$ cat config.mk
export PLATFORM = sky130hd
export DESIGN_NAME = tlb_lookup_unit
export DESIGN_NICKNAME = d
export VERILOG_FILES = /design/src/rtl/tlb_lookup_unit.sv
export SDC_FILE = /design/constraint.sdc
export NUM_CORES = 1
export LEC_CHECK = 0
export CORE_MARGIN = 4
export CORE_UTILIZATION = 45
export DETAILED_ROUTE_END_ITERATION = 6
export GPL_TIMING_DRIVEN = 1
export PLACE_DENSITY = 0.67
export SLEW_MARGIN = 5
export SYNTH_ARGS = -nofsm -noshare
export SYNTH_HDL_FRONTEND = slang
export SYNTH_SLANG_ARGS = --single-unit
$ cat constraint.sdc
create_clock -name clk -period 3.7 [get_ports clk]
set_clock_uncertainty 0.15 [all_clocks]
set_input_delay 0.74 -clock clk [delete_from_list [all_inputs] [get_ports clk]]
set_output_delay 0.74 -clock clk [all_outputs]
set_load 0.02 [all_outputs]
$ cat src/rtl/tlb_lookup_unit.sv
// Fully associative 4 KB-page TLB with one-cycle registered lookup, permission checks,
// victim-pointer or indexed fills, and a one-entry-per-cycle invalidate-all sweep.
module tlb_lookup_unit #(
   parameter int unsigned ENTRIES    = 8,
   parameter int unsigned MISS_CNT_W = 16,
   localparam int unsigned IDX_W     = $clog2(ENTRIES)
) (
   input  logic                  clk,
   input  logic                  rst,
   input  logic                  req_valid,
   output logic                  req_ready,
   input  logic [31:0]           req_ea,
   input  logic [1:0]            req_type,
   input  logic                  req_as,
   input  logic                  req_pr,
   input  logic [7:0]            pid0,
   input  logic [7:0]            pid1,
   input  logic [7:0]            pid2,
   output logic                  rsp_valid,
   output logic [31:0]           rsp_pa,
   output logic                  rsp_miss,
   output logic [4:0]            rsp_exc,
   input  logic                  wr_en,
   input  logic                  wr_use_victim,
   input  logic [IDX_W-1:0]      wr_idx,
   input  logic                  wr_v,
   input  logic                  wr_ts,
   input  logic [7:0]            wr_tid,
   input  logic [19:0]           wr_epn,
   input  logic [19:0]           wr_rpn,
   input  logic [5:0]            wr_perm,
   input  logic                  inv_all,
   output logic                  busy,
   output logic [MISS_CNT_W-1:0] miss_cnt
);

   typedef enum logic [0:0] {StIdle, StInval} state_e;

   state_e                  state_q;
   logic [IDX_W-1:0]        sweep_q;
   logic [IDX_W-1:0]        victim_q;
   logic                    busy_q;
   logic [ENTRIES-1:0]      v_q;
   logic                    ts_q   [ENTRIES];
   logic [7:0]              tid_q  [ENTRIES];
   logic [19:0]             epn_q  [ENTRIES];
   logic [19:0]             rpn_q  [ENTRIES];
   logic [5:0]              perm_q [ENTRIES];

   logic                    rsp_valid_q;
   logic                    rsp_miss_q;
   logic [4:0]              rsp_exc_q;
   logic [31:0]             rsp_pa_q;
   logic [MISS_CNT_W-1:0]   miss_cnt_q;

   logic [ENTRIES-1:0]      match;
   logic                    hit;
   logic [IDX_W-1:0]        hit_idx;
   logic                    is_fetch;
   logic                    is_store;
   logic                    allow;
   logic [5:0]              hit_perm;
   logic [4:0]              exc_d;
   logic [31:0]             pa_d;
   logic                    accept;
   logic                    wr_accept;
   logic [IDX_W-1:0]        wr_sel;

   assign req_ready = ~busy_q;
   assign busy      = busy_q;
   assign accept    = req_valid & ~busy_q;
   assign wr_accept = wr_en & ~busy_q;
   assign wr_sel    = wr_use_victim ? victim_q : wr_idx;

   always_comb begin
      match = '0;
      for (int i = 0; i < ENTRIES; i++) begin
         match[i] = v_q[i] & (ts_q[i] == req_as) & (epn_q[i] == req_ea[31:12]) &
                    ((tid_q[i] == 8'h00) | (tid_q[i] == pid0) |
                     (tid_q[i] == pid1) | (tid_q[i] == pid2));
      end
   end

   // Scan downwards so the lowest matching index is the one left standing.
   always_comb begin
      hit     = 1'b0;
      hit_idx = '0;
      for (int i = ENTRIES - 1; i >= 0; i--) begin
         if (match[i]) begin
            hit     = 1'b1;
            hit_idx = IDX_W'(i);
         end
      end
   end

   // Perm layout {UX,SX,UW,SW,UR,SR}; reserved type 11 behaves as a load.
   always_comb begin
      is_fetch = (req_type == 2'b00);
      is_store = (req_type == 2'b10);
      hit_perm = perm_q[hit_idx];
      if (is_fetch) begin
         allow = req_pr ? hit_perm[5] : hit_perm[4];
      end else if (is_store) begin
         allow = req_pr ? hit_perm[3] : hit_perm[2];
      end else begin
         allow = req_pr ? hit_perm[1] : hit_perm[0];
      end
      exc_d = 5'b00000;
      pa_d  = 32'h0;
      if (!hit) begin
         exc_d = is_fetch ? 5'b00001 : 5'b00010;
      end else begin
         pa_d = {rpn_q[hit_idx], req_ea[11:0]};
         if (!allow) begin
            if (is_fetch)      exc_d = 5'b00100;
            else if (is_store) exc_d = 5'b10000;
            else               exc_d = 5'b01000;
         end
      end
   end

   always_ff @(posedge clk or posedge rst) begin
      if (rst) begin
         state_q     <= StIdle;
         sweep_q     <= '0;
         busy_q      <= 1'b0;
         victim_q    <= '0;
         v_q         <= '0;
         rsp_valid_q <= 1'b0;
         rsp_miss_q  <= 1'b0;
         rsp_exc_q   <= '0;
         rsp_pa_q    <= '0;
         miss_cnt_q  <= '0;
      end else begin
         rsp_valid_q <= accept;
         rsp_miss_q  <= accept & ~hit;
         rsp_exc_q   <= accept ? exc_d : 5'b00000;
         rsp_pa_q    <= accept ? pa_d : 32'h0;
         if (accept && !hit && (miss_cnt_q != '1)) begin
            miss_cnt_q <= miss_cnt_q + 1'b1;
         end
         if (wr_accept) begin
            v_q[wr_sel] <= wr_v;
            if (wr_use_victim) begin
               victim_q <= victim_q + 1'b1;
            end
         end
         unique case (state_q)
            StIdle: begin
               if (inv_all) begin
                  state_q <= StInval;
                  sweep_q <= '0;
                  busy_q  <= 1'b1;
               end
            end
            StInval: begin
               v_q[sweep_q] <= 1'b0;
               sweep_q      <= sweep_q + 1'b1;
               if (sweep_q == IDX_W'(ENTRIES - 1)) begin
                  state_q <= StIdle;
                  busy_q  <= 1'b0;
               end
            end
            default: state_q <= StIdle;
         endcase
      end
   end

   // Entry payload carries no reset; only V gates a hit.
   always_ff @(posedge clk) begin
      if (wr_accept) begin
         ts_q[wr_sel]   <= wr_ts;
         tid_q[wr_sel]  <= wr_tid;
         epn_q[wr_sel]  <= wr_epn;
         rpn_q[wr_sel]  <= wr_rpn;
         perm_q[wr_sel] <= wr_perm;
      end
   end

   assign rsp_valid = rsp_valid_q;
   assign rsp_miss  = rsp_miss_q;
   assign rsp_exc   = rsp_exc_q;
   assign rsp_pa    = rsp_pa_q;
   assign miss_cnt  = miss_cnt_q;

endmodule

==> results.toml <==
[finish]
final_cell_mix = "edfxtp_1, xnor2_1, buf_4"
fin_nets = 2135
layout_commonest_cell = "edfxtp_1"
fillers = 3856
area_growth_syn_to_layout_pct = 30.8
drive_above_1_share_pct = 22.2

[yosys]
seq_area_frac_synth_pct = 65.2
synthArstFlopShare_pct = 13.9
synth_nets = 1732
avgSynthCellArea_um2 = 14.3
yosys_warnings = 0
syn_inst = 1603
yosysUniqueCellTypes = 69
synth_ff_type = "edfxtp_1"
synth_area_um2 = 23000
synth_seq_cells = 511
synth_edf_count = 440

[route]
vias = 14600
dr.first_iter.drc_count = 1196
wl_per_cell_um = 22.7
drc = 0
finalWirelength_um = 61900
drt_pass1_iterations = 5
via_per_inst = 5.35
drtAntennaViolNets = 0

[global_routing]
grt.total_usage_pct = 22.1
grt_pass1_wl_um = 91100
grt_pass1_vias = 14700
grt_remaining_overflow = 0
grt_max_degree = 72
antenna_found_initial = 4

[placement]
pre_cts_slack_ns = -0.846
port-buffer-count = 181
dp.final_hpwl_um = 42700
gp_congestion = 0.927

[job]
drv_cap = 0

[clock_tree]
htreeDepth = 2
cts.path.max_buffers = 3
clock_latency_ns = 0.59
cts_tree = "yes"
clk_pin_slew_ns = 0.06
cts.sinks = 511
cts-buffers-inserted = 52
clockRootBuffer = "clkbuf_16"

[power]
p_comb_share_pct = 12.6
power_density_nw_per_um2 = 465
p_total_w = 0.0140
p_leak_nw = 10.4
p_clk_share_pct = 38.0
max-vdd-ir-drop_mv = 0.408
pwr-share-seq_pct = 49.4
intPower_w = 0.0105
swShare_pct = 24.6
p_switching_w = 0.00344

[die]
die_width_um = 234
rows = 82
initial_core_util_pct = 45.6
core_um2 = 50400
die_h_um = 234
boundaryPins = 182
die_area_um2 = 54800

[timing]
finalHoldViolations = 0
hold_slack_ns = 0.348
period_share_pct = 99.9
fmax_mhz = 270
rsz0062_at_grt = "true"
setup_slack_ns = 0.00284
slew_violations = 0
slew_headroom_pct = 63.2
setup_viol = 0
min_period_ns = 3.70
worst_pin_slew_ns = 0.551
setup_tns_ns = 0

[run_status]
status = "finished clean"

[critical_path]
required_ns = 4.03
crit_type = "in -> reg"
cp-start-kind = "input pin"
cp_max_fo = 7
arrival_ns = 4.03
end_kind = "flip-flop"

[hold_path]
hold_class = "reg -> reg"
## metrics by stage
| step | std cells | cell area (µm²) | utilization (%) |
|---|---|---|---|
| 4_1_cts | 2710 | 29400 | 58.4 |
| 3_5_place_dp | 2607 | 27300 | 54.2 |
| 6_report | 2724 | 30100 | 59.7 |
| 3_3_place_gp | 2607 | 27300 | 54.2 |
| 5_1_grt | 2721 | 30100 | 59.7 |
| 2_1_floorplan | 1603 | 23000 | - |
## Yosys cell counts, types with 2 or more instances
library cell	number	share of area [%]
buf_12	3	0.26
edfxtp_1	440	57
nand2b_1	9	0.24
clkbuf_1	18	0.29
buf_2	46	1.0
nand4b_1	4	0.15
nor3_1	15	0.33
a211oi_1	57	1.9
nor4_1	43	1.2
ha_1	4	0.22
nand4_1	69	1.9
and3_1	10	0.27
nor2_1	57	0.93
nor2b_1	47	1.3
mux2_2	7	0.34
buf_6	5	0.24
nor4bb_1	4	0.17
xor2_1	84	3.2
and4_1	3	0.11
o21ai_0	13	0.28
nand2_1	62	1.0
a2111oi_2	3	0.20
a211oi_2	4	0.22
inv_1	21	0.34
nor4b_1	6	0.23
o2111ai_1	12	0.46
dfrtp_1	71	7.7
a22oi_1	2	0.065
and2_1	2	0.054
o22ai_1	9	0.24
a31oi_1	5	0.14
xnor2_1	293	11
mux2i_1	74	3.2
buf_4	9	0.29
nand3_1	10	0.22
a21oi_1	46	1.0
or4_4	2	0.098
nand3b_1	3	0.098
## cells by family after synthesis
group / Yosys count / share of synthesized area [%]
compound gates: 174 / 5.53
simple gates: 352 / 8.62
flops: 511 / 65.2
fa+ha+maj: 4 / 0.218
mux: 81 / 3.56
buf+inv: 104 / 2.52
xor+xnor: 377 / 14.4
## what timing repair did
item,4_1_cts,5_1_grt
endpoints found under the setup margin,23,34
resized for setup,80,96
pin swaps,30,39
hold buffers,0,0
buffers inserted,9,11
## registers in the layout, summed over array words and instances, names as in the netlist, 3 cells and up
signal,cells
ts_q,8
sweep_q,3
rsp_exc,5
tid_q,64
miss_cnt,16
victim_q,3
rsp_pa,32
epn_q,160
perm_q,48
v_q,8
rpn_q,160
## area by class of cell
| cell class | instances | area, µm² | share of cell area, % |
|---|---|---|---|
| sequential | 511 | 15000 | 49.8 |
| tap | 672 | 841 | 2.80 |
| clock buffer | 66 | 1410 | 4.67 |
| multi-input combinational | 988 | 8270 | 27.5 |
| inverter | 21 | 80.1 | 0.266 |
| antenna | 4 | 10.0 | 0.0333 |
| timing repair buffer | 432 | 4160 | 13.8 |
| clock inverter | 30 | 324 | 1.08 |
## power by group through the flow
stage	clock network (W)	logic, W	registers (W)
2_1_floorplan	0	0.000831	0.00698
3_3_place_gp	0	0.00166	0.00700
3_5_place_dp	0	0.00169	0.00701
4_1_cts	0.00540	0.00172	0.00690
5_1_grt	0.00564	0.00189	0.00693
6_report	0.00532	0.00176	0.00690
## layer usage
layer | global-route usage (%) | wire [µm] | up-vias
met5 | 0 | 0 | -
met4 | 5.66 | 1720 | 0
met3 | 3.84 | 3530 | 97
met2 | 36.9 | 29800 | 426
met1 | 30.4 | 26900 | 7298
li1 | - | - | 6753
## final timing paths
check | startpoint | end | slack [ns] | cells after the start
worst min register to register | miss_cnt[7] | miss_cnt[7] | 0.35 | 1
worst min-delay path | miss_cnt[7] | miss_cnt[7] | 0.35 | 1
max in group asynchronous | rst | busy | 2.63 | 3
worst max-delay path | pid1[2] | rsp_exc[4] | 0.003 | 17
min in group asynchronous | rst | rsp_pa[6] | 0.42 | 3
worst max register to register | epn_q[7][3] | rsp_exc[4] | 0.07 | 13
## critical path: stages
cell             delay, ns
clkdlybuf4s50_1       0.52
buf_6                 0.19
xnor2_1               0.08
nand4_1               0.16
o21ai_0               0.11
buf_4                 0.17
o2111ai_4             0.24
nand4_4               0.13
buf_4                 0.17
a31oi_4               0.17
buf_12                0.15
buf_8                 0.13
mux2i_1               0.20
mux2i_1               0.12
mux2i_2               0.28
o311ai_4              0.15
a2111oi_4             0.30
Power figures use the tool's default switching activity.
